**src/rtl/reg_file.sv**
```systemverilog
// Multi-entry register file: one byte-maskable write port, two registered read ports.
// Define REGFILE_BYPASS_EN for write-through forwarding on read/write address collisions.
module reg_file #(
    parameter int unsigned WIDTH   = 16,
    parameter int unsigned AW      = 3,
    parameter bit          ZERO_R0 = 1'b0
) (
    input  logic               clk,
    input  logic               res,
    input  logic               en,
    input  logic               we,
    input  logic [AW-1:0]      waddr,
    input  logic [WIDTH-1:0]   wdata,
    input  logic [WIDTH/8-1:0] wbe,
    input  logic               ren_a,
    input  logic [AW-1:0]      raddr_a,
    output logic [WIDTH-1:0]   rdata_a,
    input  logic               ren_b,
    input  logic [AW-1:0]      raddr_b,
    output logic [WIDTH-1:0]   rdata_b
);

    localparam int unsigned NB    = WIDTH / 8;
    localparam int unsigned DEPTH = 2 ** AW;

    logic [WIDTH-1:0] mem [DEPTH];
    logic [WIDTH-1:0] merged;
    logic             wr_act;
    logic [WIDTH-1:0] nxt_a;
    logic [WIDTH-1:0] nxt_b;

    // Post-write word: old entry with the enabled byte lanes replaced.
    always_comb begin
        merged = mem[waddr];
        for (int unsigned i = 0; i < NB; i++) begin
            if (wbe[i]) begin
                merged[8*i +: 8] = wdata[8*i +: 8];
            end
        end
    end

    assign wr_act = we && (wbe != '0) && !(ZERO_R0 && (waddr == '0));

    always_comb begin
        nxt_a = mem[raddr_a];
        nxt_b = mem[raddr_b];
`ifdef REGFILE_BYPASS_EN
        if (wr_act && (raddr_a == waddr)) begin
            nxt_a = merged;
        end
        if (wr_act && (raddr_b == waddr)) begin
            nxt_b = merged;
        end
`endif
        if (ZERO_R0 && (raddr_a == '0)) begin
            nxt_a = '0;
        end
        if (ZERO_R0 && (raddr_b == '0)) begin
            nxt_b = '0;
        end
    end

    always_ff @(posedge clk) begin
        if (!res) begin
            mem     <= '{default: '0};
            rdata_a <= '0;
            rdata_b <= '0;
        end else if (en) begin
            if (wr_act) begin
                mem[waddr] <= merged;
            end
            if (ren_a) begin
                rdata_a <= nxt_a;
            end
            if (ren_b) begin
                rdata_b <= nxt_b;
            end
        end
    end

endmodule

```
**config.mk**
```make
export PLATFORM = sky130hd
export DESIGN_NAME = reg_file
export DESIGN_NICKNAME = d
export VERILOG_FILES = /design/src/rtl/reg_file.sv
export SDC_FILE = /design/constraint.sdc
export NUM_CORES = 1
export LEC_CHECK = 0
export CAP_MARGIN = 15
export CORE_ASPECT_RATIO = 1.25
export CORE_MARGIN = 10
export CORE_UTILIZATION = 28
export DETAILED_ROUTE_END_ITERATION = 16
export PLACE_DENSITY = 0.55
export SLEW_MARGIN = 25
export SYNTH_ARGS = -nofsm -noshare
export SYNTH_HDL_FRONTEND = slang
export SYNTH_SLANG_ARGS = --single-unit
```
**constraint.sdc**
```tcl
create_clock -name clk -period 3.85 [get_ports clk]
set_input_delay 0.385 -clock clk [delete_from_list [all_inputs] [get_ports clk]]
set_output_delay 0.385 -clock clk [all_outputs]
set_load 0.005 [all_outputs]
```
# Word level (Yosys, flattened, before mapping)
# Index checks and enable logic that the tools add are counted.
[word_totals]
memories = 0
ff_bits = 160
latchBits = 0
input_bits = 33
elab_cells = 37
rom_bits = 0
ramBits = 0
[classes]
reduce_logical = 6
n_lt_le_gt_ge = 4
n_mux = 14
add_sub_neg = 0
div_mod_pow = 0
multipliers = 0
shifts = 0
n_bitwise = 3
n_eq_ne = 0
[ops]
columns = ["cell", "count"]
rows = [
  ["$bmux 16 s3", 3],
  ["$bwmux 128", 1],
  ["$mux 16", 7],
  ["$demux 16 s3", 1],
  ["$mux 8", 2],
  ["$ge 4x4->1 const B", 3],
  ["$not 3->4", 3],
  ["$reduce_and 2->1", 3],
  ["$lt 4x1->1 const B", 1],
  ["$logic_and 1x1->1", 2],
  ["$reduce_bool 2->1", 1],
]

# Logic depth before layout (Yosys ltp)
[logic_depth]
ltp_word = 6
mapped_depth = 8

# Least setup slack after synthesis
# Ideal clock, no wire load.
[synth_path]
path_kind = "input -> register"
from = "input wbe[1]"
to = "register mem[36] (netlist name)"
required_time_ns = 3.780
setup_slack_ns = 2.087
t_arrival_ns = 1.693
stages = 7
setup_time_ns = 0.070
cell_sequence = "buf_2 -> o2111a_1 -> buf_2 -> nand2_1 -> buf_2 -> mux2_2 -> a21oi_1"
[synth_via]
elab_chain_len = 3
[synth_lines]
columns = ["item", "line", "source"]
rows = [
  ["start: declaration", "14", "input logic [WIDTH/8-1:0] wbe,"],
  ["$reduce_bool 2->1", "42", "assign wr_act = we && (wbe != '0) && !(ZERO_R0 && (waddr == '0));"],
  ["$logic_and 1x1->1", "42", ""],
  ["$reduce_and 2->1 (no source line)", "-", ""],
  ["end signal: indexed assignment", "70", "mem[waddr] <= merged;"],
  ["end: declaration", "26", "logic [WIDTH-1:0] mem [DEPTH];"],
]
# No other way between the ends.
# A chain may end at the register's enable or synchronous reset.

# Worst setup path in the final report
[layout_path]
from = "input wbe[0]"
to = "register mem[67] (netlist name)"
[layout_via]
elab_chain_len = 3
elab_cells_between_ends = 5
cone_classes = "mux (2); reduce/logical (3)"
[layout_lines]
columns = ["item", "line"]
rows = [
  ["$reduce_bool 2->1", "42"],
  ["$logic_and 1x1->1", "42"],
  ["$reduce_and 2->1 (no source line)", "-"],
]
# Parallel ways exist; a longest one is shown, timed or not.

==> qor.yml <==
hold_path:
  min_to: "mem[104]"
  hp-class: "flop to flop"
  holdPathStages: 2
  min_from: "mem[104]"
routing:
  vias_per_cell: 5.67
  drcViolationCount: 0
  vias: 7917
  drt-total-wl_um: 31500
  final_antenna_net_count: 0
  drt_iter0_drc: 658
  drtPass1Iterations: 6
  wl_per_cell_um: 22.6
synth:
  syn_inst: 941
  synth_top_area_cell: "dfxtp_1"
  synth_seq_cells: 160
  yosysUniqueCellTypes: 56
  syn_nets: 974
  syn_avg_cell_area_um2: 9.76
  async_reset_ff_share_pct: 0
  synth_area_um2: 9180
  seq_area_frac_synth_pct: 34.9
  ys.warnings.count: 0
  synth_top_area_share_pct: 34.9
  synth_ff_type: "dfxtp_1"
  synth_commonest_cells: "160 x dfxtp_1, 98 x nand2_1, 85 x a21oi_1"
  yosysMostFrequentCell: "dfxtp_1"
  synthTopCellsByArea: "dfxtp_1 35%, mux4_2 16%, mux2i_1 7.7%"
  synth_edf_count: 0
power_and_ir_drop:
  p_comb_share_pct: 11.5
  p_int_w: 0.00305
  swShare_pct: 25.7
  clkPwrFrac_pct: 46.5
  ir_worst_vdd_mv: 0.315
  power_density_nw_per_um2: 380
  seq_power_share_pct: 42.0
  switching_power_w: 0.00106
  power_leakage_nw: 3.75
placement:
  gp_congestion: 0.864
  placed_cell_area_um2: 10100
  place_hpwl_um: 21600
  port_buffers: 64
sta:
  fin_tns_setup_ns: 0
  worst_clock_skew_ns: 0.00999
  hold_slack_ns: 0.491
  rsz0062_at_grt: "no"
  report.final.slew_viol_count: 0
  final_hold_viol_count: 0
  timing.fmax_mhz: 375
  setup_viol: 0
  tightest_slew_ns: 1.03
  fin_crit_ns: 2.67
  fin_crit_sh_pct: 69.3
  max-slew-margin-rel_pct: 31.3
die:
  fp.dieArea_um2: 40500
  die_y_um: 222
  dieWidth_um: 182
  start_util_pct: 28.2
  rows: 74
  core_area_um2: 32500
  io_pins: 65
cts:
  clock_latency_ns: 0.44
  ctsHoldBuffers: 0
  htreeDepth: 4
  cts.clk_slew.worst_paths_ns: 0.06
  cts_tree: "built"
  clockRootBuffer: "clkbuf_16"
  numClockSinks: 160
  post_cts_buffers: 0
  clk_path_buf_depth: 2
  cts_resized: 0
  cts_buffers: 17
setup_path:
  path_cells: "clkdlybuf4s50_1 > o211ai_4 > nand2b_1 > buf_4 > mux2_2 > a21oi_1"
  r2r_end: "mem[22]"
  critical_path.endpoint_type: "flop"
  worst-endpoint-arrival_ns: 3.04
  cpPeakStageDelay_ns: 0.73
  timing.rr.start: "mem[102]"
  r2r_cells: 4
  path_buf_inv: 2
  crit_fanout: 12
  ff2ff_setup_slack_ns: 2.13
  critPathRequiredTime_ns: 4.22
  start_kind: "input port"
  worstSetupPathType: "input port to flop"
  crit_family: "buffers and inverters"
  critPathSlowestCell: "clkdlybuf4s50_1"
grt:
  overflow: 0
  gr-usage-all-layers_pct: 15.3
  grt_pass1_vias: 8033
  grt_pass1_wl_um: 48900
  grt_antenna_before_repair: 1
  grt_max_degree: 59
cells_and_area:
  fin_area_um2: 10800
  drive_above_1_share_pct: 19.0
  area_growth_pct: 17.6
  utilization_pct: 33.2
  nets: 998
run:
  drv_cap: 0
run_status:
  outcome: "completed"
-- layout make-up --
type / instances / area, um^2
fill: 3337 / 21700
multi-input combinational: 682 / 5510
sequential: 160 / 3200
timing repair buffer: 96 / 873
tap: 418 / 523
clock buffer: 19 / 443
clock inverter: 13 / 209
inverter: 8 / 30.0
antenna: 1 / 2.50
-- cell usage in the layout (no fill, tap or decap), types with 4 or more instances in the layout --
cell	synthesis	layout
bufinv_16	0	5
o22ai_1	8	8
a21oi_1	85	85
inv_1	8	8
a21oi_2	4	4
o21ai_0	60	60
nor2_1	36	36
a211oi_1	15	15
o21a_1	6	6
nand2b_1	5	5
clkdlybuf4s50_1	0	57
nor2b_1	4	4
buf_4	7	31
a32o_1	6	6
o21ai_1	11	11
a221o_1	17	17
o31ai_1	27	27
dfxtp_1	160	160
o211ai_1	5	5
mux4_2	64	64
mux2_1	8	8
clkbuf_16	0	17
a31oi_1	9	9
mux2i_1	71	71
nand3_1	52	52
nor4b_1	4	4
nor3_1	4	4
buf_2	35	6
nand2_1	98	98
mux2_2	39	39
-- through the flow --
step           cells  total power (W)  setup slack (ns)
2_1_floorplan    941          0.00204              2.09
3_3_place_gp    1364          0.00223             0.854
3_5_place_dp    1364          0.00223             0.755
4_1_cts         1396          0.00413              1.29
5_1_grt         1396          0.00422              1.14
6_report        1397          0.00411              1.18
-- worst max-delay path by stage --
stage                start       to  cells after the start
floorplan           wbe[1]  mem[36]                      7
global placement    wbe[0]  mem[67]                      6
detailed placement  wbe[0]  mem[67]                      6
CTS                 wbe[0]  mem[67]                      6
global route        wbe[0]  mem[67]                      6
finish              wbe[0]  mem[67]                      6
-- registers in the layout, summed over array words and instances (netlist names) --
register / flops
rdata_b: 16
mem: 128
rdata_a: 16
-- worst register-to-register path, delay by kind of cell (launching register included) --
kind / cells / cell delay [ns]
AO/OA/AOI/OAI: 2 / 0.53
flip-flops: 1 / 0.34
multiplexers: 1 / 0.28
AND/OR/NAND/NOR: 1 / 0.43
-- routing by layer --
metal	track usage [%]	routed length, um	vias to the layer above	share of wire, %
li1	-	-	3640	-
met1	19.2	13400	3951	43
met2	25.1	15200	271	48
met3	3.40	2060	55	6.5
met4	5.83	769	0	2.4
met5	0	0	-	0
-- cells by family after synthesis --
kind of cell           count (synthesis)  share of synthesized area (%)
flip-flops                           160                           34.9
AO/OA/AOI/OAI                        277                           19.7
multiplexers                         182                           29.2
AND/OR/NAND/NOR                      223                           11.2
buffers and inverters                 99                           5.06
-- power by group through the flow --
| stage | Combinational (W) | Clock [W] | Sequential [W] |
|---|---|---|---|
| after floorplan | 0.000288 | 0 | 0.00175 |
| after global placement | 0.000469 | 0 | 0.00176 |
| after detailed placement | 0.000472 | 0 | 0.00176 |
| after CTS | 0.000473 | 0.00193 | 0.00172 |
| after global routing | 0.000507 | 0.00199 | 0.00173 |
| final | 0.000473 | 0.00191 | 0.00172 |
Power figures use the tool's default switching activity.
==> RTL edit, RTL diff (same settings) <==
The parameter `ZERO_R0` goes from 1'b0 to 1'b1.
--- a/src/rtl/reg_file.sv
+++ b/src/rtl/reg_file.sv
@@ -5,3 +5,3 @@
     parameter int unsigned AW      = 3,
-    parameter bit          ZERO_R0 = 1'b0
+    parameter bit          ZERO_R0 = 1'b1
 ) (
Behaviour: not the same (Yosys sat finds a counterexample within 4 cycles, from zero or initial values).
==> RTL edit against the original RTL <==
  * Fmax increased by 2.3%
  * Clock skew increased by 0.0035 ns
  * Area after synthesis increased by 0.97%
  * Sequential cell count unchanged
  * Final area decreased by 0.68%
  * Highest routed layer is now met5
  * Wire length increased by 6.7%
  * Total power decreased by 7.4%
  * Critical path depth decreased by 1
  * Worst setup slack improved by 0.060 ns
==> RTL edit: results (changes against the original RTL) <==
status complete, no violations; Synth area leaders dfxtp_1 (35%), mux4_2 (14%), o221ai_1 (11%); Pleak 3.42 nW (-8.8%); Fill cells 3284 (-1.6%); dpl hpwl 23200 um (+7.4%); initial antenna violation count 4 (+3); pre-CTS setup slack 0.900 ns (+0.145 ns); clock-cell share of area 0.0534 (-0.00693); wire length on met3 2940 um (+43%); Post-synth top cells dfxtp_1 (160), o221ai_1 (112), nand2_1 (96), nand3_1 (93), mux4_2 (57); Final GP Congestion 0.861 (-0.29%); CP max FO 39 (+27); GRT Util Overall 0.162 (+0.00889); multi-input combinational area share 0.517 (+0.00620); DR iter-0 viols 993 (+51%); Seq. pwr 1.68 mW (-2%); Cell variety after synth 34 (-39%); first-pass GRT wire length 51600 um (+5.6%); nets 928 (-7.0%); Net Sw Frac 0.283 (+0.0260); Final Non-Filler Cells 1327 (-5.0%); clock skew 0.0134 ns (+0.00346 ns); Post-Synthesis Cells 880 (-6.5%); share of layout cells above drive strength 1 0.202 (+0.0114); grt met1 use 0.211 (+0.0190); DR WL/cell 25.3 um (+12%); actual slew at the worst max-slew pin 0.899 ns (-0.129 ns); clock buffers 17 (-2); top sig layer met5; via count 8340 (+5.3%); bufs w/o clock 97 (+1.0%); post-synthesis compound-gate area fraction 0.214 (+0.0171); Non-clock buffering overhead 0.0817 (+0.000791); post-synth top area share 0.346 (-0.00334); met2 Track Usage GR 0.251 (about the same); Metal-1 WL 14000 um (+3.9%); 1st-pass router iterations 5 (-1); crit-path max cell delay 0.85 ns (+0.12 ns)
==> RTL edit: cell count changes after synthesis, moves of 16 or more <==
cell      change
a221o_1      -17
nor2b_1      +33
a221oi_1     +32
o221ai_1    +110
a21oi_1      -85
nor2_1       -33
o21ai_0      -60
mux2i_4      +16
and3_1       +16
o311ai_0     +37
mux2i_1      -71
nand3_1      +41
==> RTL edit: worst paths after layout <==
path / slack [ns] / from / endpoint / cells after the start
hold / removal: 0.45 / rdata_a[8]$_SDFFE_PN0P_ / rdata_a[8]$_SDFFE_PN0P_ / 2
hold reg to reg: 0.45 / rdata_a[8]$_SDFFE_PN0P_ / rdata_a[8]$_SDFFE_PN0P_ / 2
setup / recovery: 1.24 / wbe[1] / mem[90]$_SDFFE_PN0P_ / 5
setup reg to reg: 2.26 / mem[73]$_SDFFE_PN0P_ / mem[73]$_SDFFE_PN0P_ / 3
